--- src/rtl/mem_stage.sv ---
// mem_stage: pipeline memory stage with EX/MEM and MEM/WB registers, aligned load/store bus access,
// wait-state stalling and bus timeout.
module mem_stage #(
    parameter int TIMEOUT = 255
) (
    input  logic        clk,
    input  logic        rst,
    input  logic        in_valid,
    input  logic [31:0] in_result,
    input  logic [31:0] in_sdata,
    input  logic [4:0]  in_mem_op,
    input  logic [4:0]  in_rd,
    input  logic        in_rd_en,
    output logic        dmem_req,
    output logic        dmem_we,
    output logic [31:0] dmem_addr,
    output logic [31:0] dmem_wdata,
    output logic [3:0]  dmem_wstrb,
    input  logic        dmem_ready,
    input  logic [31:0] dmem_rdata,
    output logic        mem_stall,
    output logic [31:0] memdata,
    output logic        wb_valid,
    output logic [4:0]  wb_rd,
    output logic        wb_rd_en,
    output logic [31:0] wb_data,
    output logic        misalign,
    output logic        bus_err
);
    localparam int CW = $clog2(TIMEOUT + 1);
    typedef enum logic {S_IDLE, S_WAIT} state_t;
    state_t          state;
    logic [CW-1:0]   cnt;
    logic            v, rd_en;
    logic [31:0]     res, sd;
    logic [4:0]      op, rd;
    logic            is_load, is_store, mis, tout, berr;
    logic [1:0]      size;
    logic [7:0]      byte_l;
    logic [15:0]     half_l;
    logic [31:0]     ld_data;
    always_comb begin
        is_load    = op[3];
        is_store   = op[4] & ~op[3];
        size       = (op[1:0] == 2'b11) ? 2'b10 : op[1:0];
        mis        = v & (is_load | is_store) &
                     ((size == 2'b01 & res[0]) | (size == 2'b10 & res[1:0] != 2'b00));
        dmem_req   = v & (is_load | is_store) & ~mis;
        tout       = (state == S_WAIT) && (cnt == CW'(TIMEOUT));
        mem_stall  = dmem_req & ~dmem_ready & ~tout;
        berr       = tout & ~dmem_ready;
        dmem_we    = is_store;
        dmem_addr  = {res[31:2], 2'b00};
        dmem_wdata = size == 2'b00 ? {4{sd[7:0]}} : size == 2'b01 ? {2{sd[15:0]}} : sd;
        dmem_wstrb = ~is_store ? 4'b0000 :
                     size == 2'b00 ? 4'b0001 << res[1:0] :
                     size == 2'b01 ? 4'b0011 << res[1:0] : 4'b1111;
        byte_l     = dmem_rdata[{res[1:0], 3'b000} +: 8];
        half_l     = res[1] ? dmem_rdata[31:16] : dmem_rdata[15:0];
        ld_data    = size == 2'b00 ? {{24{~op[2] & byte_l[7]}}, byte_l} :
                     size == 2'b01 ? {{16{~op[2] & half_l[15]}}, half_l} : dmem_rdata;
    end
    assign memdata = wb_data;
    always_ff @(posedge clk) begin
        if (rst) begin
            {v, res, sd, op, rd, rd_en} <= '0;
            {wb_valid, wb_rd, wb_rd_en, wb_data, misalign, bus_err} <= '0;
            state <= S_IDLE;
            cnt   <= '0;
        end else begin
            if (!mem_stall) begin
                v        <= in_valid;
                res      <= in_result;
                sd       <= in_sdata;
                op       <= in_mem_op;
                rd       <= in_rd;
                rd_en    <= in_rd_en;
                wb_valid <= v;
                wb_rd    <= rd;
                wb_rd_en <= v & rd_en & (rd != 5'd0) & ~is_store & ~mis & ~berr;
                wb_data  <= is_load ? ld_data : res;
                misalign <= mis;
                bus_err  <= berr;
            end
            // the cycle that raised the request already counts as the first wait cycle
            if (state == S_IDLE) begin
                if (dmem_req & ~dmem_ready) begin
                    state <= S_WAIT;
                    cnt   <= CW'(1);
                end
            end else if (dmem_ready | tout) begin
                state <= S_IDLE;
                cnt   <= '0;
            end else begin
                cnt <= cnt + 1'b1;
            end
        end
    end
endmodule

--- config.mk ---
export PLATFORM = sky130hd
export DESIGN_NAME = mem_stage
export DESIGN_NICKNAME = d
export VERILOG_FILES = /design/src/rtl/mem_stage.sv
export SDC_FILE = /design/constraint.sdc
export NUM_CORES = 1
export LEC_CHECK = 0
export BUFFER_PORTS_ARGS = -buffer_cell sky130_fd_sc_hd__buf_4
export CELL_PAD_IN_SITES_DETAIL_PLACEMENT = 2
export CELL_PAD_IN_SITES_GLOBAL_PLACEMENT = 2
export CORE_UTILIZATION = 31
export CTS_BUF_LIST = sky130_fd_sc_hd__clkbuf_8
export DETAILED_ROUTE_END_ITERATION = 8
export HOLD_SLACK_MARGIN = 0.1
export PLACE_DENSITY_LB_ADDON = 0.2
export REMOVE_ABC_BUFFERS = 1
export SYNTH_ARGS = -nofsm -noshare
export SYNTH_HDL_FRONTEND = slang
export SYNTH_SLANG_ARGS = --single-unit
--- constraint.sdc ---
create_clock -name clk -period 6.4 [get_ports clk]
set_clock_uncertainty 0.2 [all_clocks]
set_input_delay 0.32 -clock clk [delete_from_list [all_inputs] [get_ports clk]]
set_output_delay 0.32 -clock clk [all_outputs]
set_load 0.01 [all_outputs]
# Word level (Yosys, flattened, before mapping)
# Index checks and enable logic that the tools add are counted.
[classes]
mul = 0
n_lt_le_gt_ge = 0
n_div = 0
addsub = 1
n_eq_ne = 4
reduce_logical = 5
shifts = 3
mux = 16
bitwise = 26
[ops]
columns = ["operator", "n"]
rows = [
  ["32-bit two-way mux", 5],
  ["32-bit by 6-bit variable part select with 8-bit output", 1],
  ["8-bit two-way mux", 3],
  ["1-bit bitwise AND", 16],
  ["16-bit two-way mux", 1],
  ["4-bit two-way mux", 3],
  ["8-bit by 1-bit adder with 8-bit output (second input constant)", 1],
  ["8-bit == test (second input constant)", 1],
  ["1-bit NOT", 7],
  ["5-bit nonzero test", 1],
  ["2-bit == test (second input constant)", 2],
  ["2-bit nonzero test", 2],
  ["1-bit by 2-bit left shift with 4-bit output (first input constant)", 1],
  ["2-bit by 2-bit left shift with 4-bit output (first input constant)", 1],
  ["1-bit two-way mux", 3],
  ["1-bit OR", 3],
  ["2-bit by 1-bit == test with 1-bit output (second input constant)", 1],
  ["2-bit logical NOT", 1],
  ["2-bit two-way mux", 1],
  ["1-bit logical AND", 1],
]
[totals]
input_bits = 111
elab_cells = 69
mem_bits_ro = 0
mem_count = 0
out_inout_bits = 144
latch_bits = 0
ramBits = 0
reg_bits = 126

# Longest topological paths before layout
[depth]
ltp_word = 11
mapped_depth = 11

# Worst setup path before layout
# No wires, ideal clock.
[synth_timing]
kind = "reg2reg"
from = "register res[1]"
to = "register res[5]"
path_buffers = 5
setup_slack_ns = 3.922
synth_period_minus_slack_ns = 2.478
t_required_ns = 6.068
setup_time_ns = 0.132
path_stages_with_launch = 12
t_arrival_ns = 2.145
path_cell_list = "dfxtp_1 buf_2 buf_1 inv_1 ha_1 nor2b_4 or4_1 buf_2 buf_6 buf_6 o21ai_1 a21oi_1"
[synth_between]
elab_chain_cells = 8
[synth_lines]
columns = ["item", "line_no", "rtl"]
rows = [
  ["from (decl)", "35", "logic [31:0] res, sd;"],
  ["from (signal assigned)", "73", "res <= in_result;"],
  ["2-bit nonzero test", "47", "((size == 2'b01 & res[0]) | (size == 2'b10 & res[1:0] != 2'b00));"],
  ["1-bit bitwise AND", "47", ""],
  ["1-bit OR", "47", ""],
  ["1-bit bitwise AND", "46", "mis = v & (is_load | is_store) &"],
  ["1-bit NOT", "48", "dmem_req = v & (is_load | is_store) & ~mis;"],
  ["1-bit bitwise AND", "48", ""],
  ["1-bit bitwise AND (2 in series)", "50", "mem_stall = dmem_req & ~dmem_ready & ~tout;"],
]
# Every way passes these cells.
# A chain may end at the register's enable or synchronous reset.

# Final worst setup path
[layout_timing]
from = "register op[1]"
to = "output mem_stall"
[layout_between]
elab_chain_cells = 10
elab_cells_between_ends = 12
classes_between = "eq/ne: 3; mux: 1; bitwise: 8"
[layout_lines]
columns = ["item", "line_no", "rtl"]
rows = [
  ["from (decl)", "36", "logic [4:0] op, rd;"],
  ["from (signal assigned)", "75", "op <= in_mem_op;"],
  ["2-bit == test", "45", "size = (op[1:0] == 2'b11) ? 2'b10 : op[1:0];"],
  ["2-bit two-way mux (*)", "45", ""],
  ["2-bit by 1-bit == test with 1-bit output or 2-bit == test (tied branches)", "47", ""],
  ["1-bit bitwise AND", "47", ""],
  ["1-bit OR (*)", "47", ""],
  ["1-bit bitwise AND (*)", "46", ""],
  ["1-bit NOT (*)", "48", ""],
  ["1-bit bitwise AND (*)", "48", ""],
  ["1-bit bitwise AND (*) (2 in series)", "50", ""],
  ["to (decl)", "21", "output logic mem_stall,"],
]
# Mark *: on every way between the ends. The rest lies on a longest branch, timed or not.

==> summary.txt <==
Worst setup path
  • Cell breakdown of the critical path: buf_4 > nor2b_4 > nor4_4 > nand2_1 > inv_1 > buf_4
  • WP data arrival: approximately 3600 ps
  • Critical-path maximum fanout: between 40 and 50
  • Required arrival time at the worst endpoint: between 5000 and 6000 ps
  • Category of the most critical setup path: flip-flop to output pin
  • Critical Path Start Type: flip-flop
  • Stage delay of the slowest cell on the critical path: 730 ps
  • Cell with the largest stage delay on the worst path: nand2_1
  • Most common cell on crit path: buf_4
  • Critical Path Sink Type: output pin

Route
  • Number of detailed-routing iterations run before antenna repair: 4
  • DRT iter0 DRCs: between 300 and 400
  • Routed length per instance: about 21 um
  • Detailed-route vias per instance: between 5 and 6
  • Drt drc: 0
  • Remaining antenna violation count after routing: 0
  • Final routed wirelength across all metal layers: 28660 um
  • Vias: roughly 7500

Clocking
  • CTS tree: built
  • Longest Clk Path Bufs: 2
  • Clock insertion delay at the later pin of the skew report: between 400 and 500 ps
  • H-tree depth reported by CTS: 4
  • Total CTS buffers: 17
  • Post-cts resize count: 0
  • TritonCTS sink count: between 100 and 150
  • Clk root buf: clkbuf_8
  • Clock transition at path regs: 90 ps

STA
  • Remaining max-slew budget at the tightest pin: 0.2622
  • Setup Viol. Count Final: 0
  • Setup tns final: 0 ps
  • Final critical-path share of the clock period: 0.6381
  • Post-layout min period: about 4100 ps
  • Hold Fails Final Rpt: 0
  • Count of final max-slew check failures: 0
  • Worst slew pin tran: between 1000 and 1500 ps
  • Highest clock rate: ~240 MHz
  • Unrepaired setup endpoints after global routing: no

Placement
  • Dpl hpwl: between 15000 and 20000 um
  • Last weighted congestion value of the routability-driven placer: 0.7437
  • PortBufs: 252

Logic synthesis
  • Synth Instances: ~900
  • Main flop type after synthesis: dfxtp_1
  • Dominant cell type by area after synthesis: dfxtp_1
  • Post-Synthesis Cell Area: 7112 sq um
  • Number of flops mapped to enable cells by yosys: 0
  • Count of synthesis-stage warnings from yosys: 0
  • Top cells by area in the synthesized netlist: dfxtp_1 (35%), buf_4 (7.9%), a21oi_1 (7.0%)
  • Asr flop ratio synth: 0
  • Post-synthesis cell type count: 53
  • Average cell area after synthesis: 7.982 sq um
  • Fraction of the yosys area taken by sequential cells: 0.3547
  • Yosys top cell area share: 0.3547
  • Register bit total from synthesis: roughly 130

Run
  • Number of violations of the max-capacitance limit: 0

Floorplanning
  • Initial cell density of the core: 0.3151
  • Number of placement rows: 55
  • Chip Width: approximately 150 um
  • Overall die area: roughly 24000 sq um
  • Floorplan core area: 22570 sq um
  • Number of top-level pins: roughly 260
  • Vertical die dimension: 153.5 um

Worst hold path
  • Hold Path Class: primary input to flip-flop

Power and ir drop
  • Largest vdd supply drop: 115.4 uV
  • Power per Cell Area: around 210 nW/um^2
  • Leak: roughly 3.8 nW
  • Net switching power: 615.7 uW
  • Sequential fraction of design power: 0.439
  • Final total power: slightly above 2 mW
  • Internal power contribution: around 1.4 mW
  • Switching share of power: 0.3050
  • Share of total power in combinational logic: 0.215
  • Portion of total power attributed to the clock network: 0.346

Final layout
  • Commonest cells after routing, fill and taps aside: buf_4 (260), dfxtp_1 (123), a21oi_1 (99), nand3_1 (88), o21ai_0 (80)
  • Final design utilization: 0.4264
  • Nets: 1198
  • Layout-stage area growth over the synthesis result: 35.34%
  • Most common cell after layout, fill and taps aside: buf_4
  • Layout cell share with drive strength beyond 1: 0.2941
  • Inserted Diodes: 0

GRT
  • GRT Overall Usage: 0.2410
  • Number of antenna violations at the first check in global routing: 0
  • Wire length of the first global-routing pass: 44710 um
  • Pin count of the biggest net entering global routing: slightly below 100
  • Final global-route overflow total: 0
  • Via count of the first global-routing pass: 7921

Run status
  • Result of the run: complete, no violations
==> layer usage <==
metal	part of all wire	global-route usage	vias to the layer above
met2	0.49	0.4192	218
met4	0.017	0.06619	0
met1	0.44	0.2970	3702
met3	0.052	0.05500	30
met5	0	0	-
li1	-	-	3524
==> registers in the layout, indices dropped and copies added, names as in the netlist <==
register / flops
v: 1
sd: 32
bus_err: 1
misalign: 1
rd: 5
wb_rd_en: 1
res: 32
op: 5
cnt: 8
wb_valid: 1
state: 1
wb_rd: 5
memdata: 32
rd_en: 1
==> power groups by stage <==
stage,combinational (mW),sequential (mW),clock (mW)
floorplan,0.143,0.919,0
global placement,0.386,0.902,0
detailed placement,0.394,0.904,0
CTS,0.434,0.886,0.719
global route,0.468,0.893,0.747
finish,0.434,0.887,0.699
==> stage by stage <==
step	cell area, sq um	std cells	setup WS (ps)	hold WS, ps
2_1_floorplan	6137	726	159.3	189.1
3_5_place_dp	8471	1271	2779	261.0
3_3_place_gp	8471	1271	2876	250.6
6_report	9625	1380	2316	126.6
4_1_cts	9625	1380	2273	106.2
5_1_grt	9625	1380	2103	110.6
==> synthesized netlist by cell type (16+ instances only) <==
cell and count:
nor2_1 20, buf_4 75, buf_2 17, nor3_1 22, dfxtp_1 126, nand2b_1 36, a21oi_1 99, o21ai_1 22
nand2_1 64, mux2_2 16, o21ai_0 80, clkbuf_1 64, nand3_1 89, o32ai_1 16, o22ai_1 23
==> repair_timing <==
item,in CTS,in global routing
buffers inserted,0,0
hold buffers,77,0
hold endpoints to repair,77,0
==> critical path, delay by kind of cell (launching register included) <==
kind / cells / cell delay, ps
and+or+nand+nor: 3 / 1110
buffers and inverters: 3 / 1300
DFF: 1 / 690
==> worst paths after layout <==
path / from / end / slack (ps) / cells past startpoint
worst max-delay path: op[1]$_SDFFE_PP0N_ / mem_stall / 2320 / 6
worst max register to register: op[1]$_SDFFE_PP0N_ / memdata[8]$_SDFFE_PP0N_ / 2780 / 6
worst min register to register: sd[25]$_SDFFE_PP0N_ / sd[25]$_SDFFE_PP0N_ / 270 / 2
worst min-delay path: dmem_rdata[19] / memdata[19]$_SDFFE_PP0N_ / 130 / 5
==> cell type report <==
class                      instances  area [sq um]
clock inverter                    15         150.1
sequential                       126          2526
timing repair buffer             337          2723
clock buffer                      17         234.0
tap                              285         356.6
multi-input combinational        590          3598
inverter                          10         37.54
fill                            2570         12950
==> kinds of logic (layout without fill, tap and decap cells) <==
logic type / count (synthesis) / in the layout / share of synthesized area
adder cells (fa/ha/maj): 5 / 5 / 0.008797
other: 1 / 2 / 0.0005273
AND/OR/NAND/NOR: 267 / 267 / 0.1958
flip-flops: 126 / 126 / 0.3547
AO/OA/AOI/OAI: 282 / 282 / 0.2356
buffers and inverters: 176 / 379 / 0.1429
multiplexers: 34 / 34 / 0.06175
No activity file was read; power rests on OpenSTA's default activity.
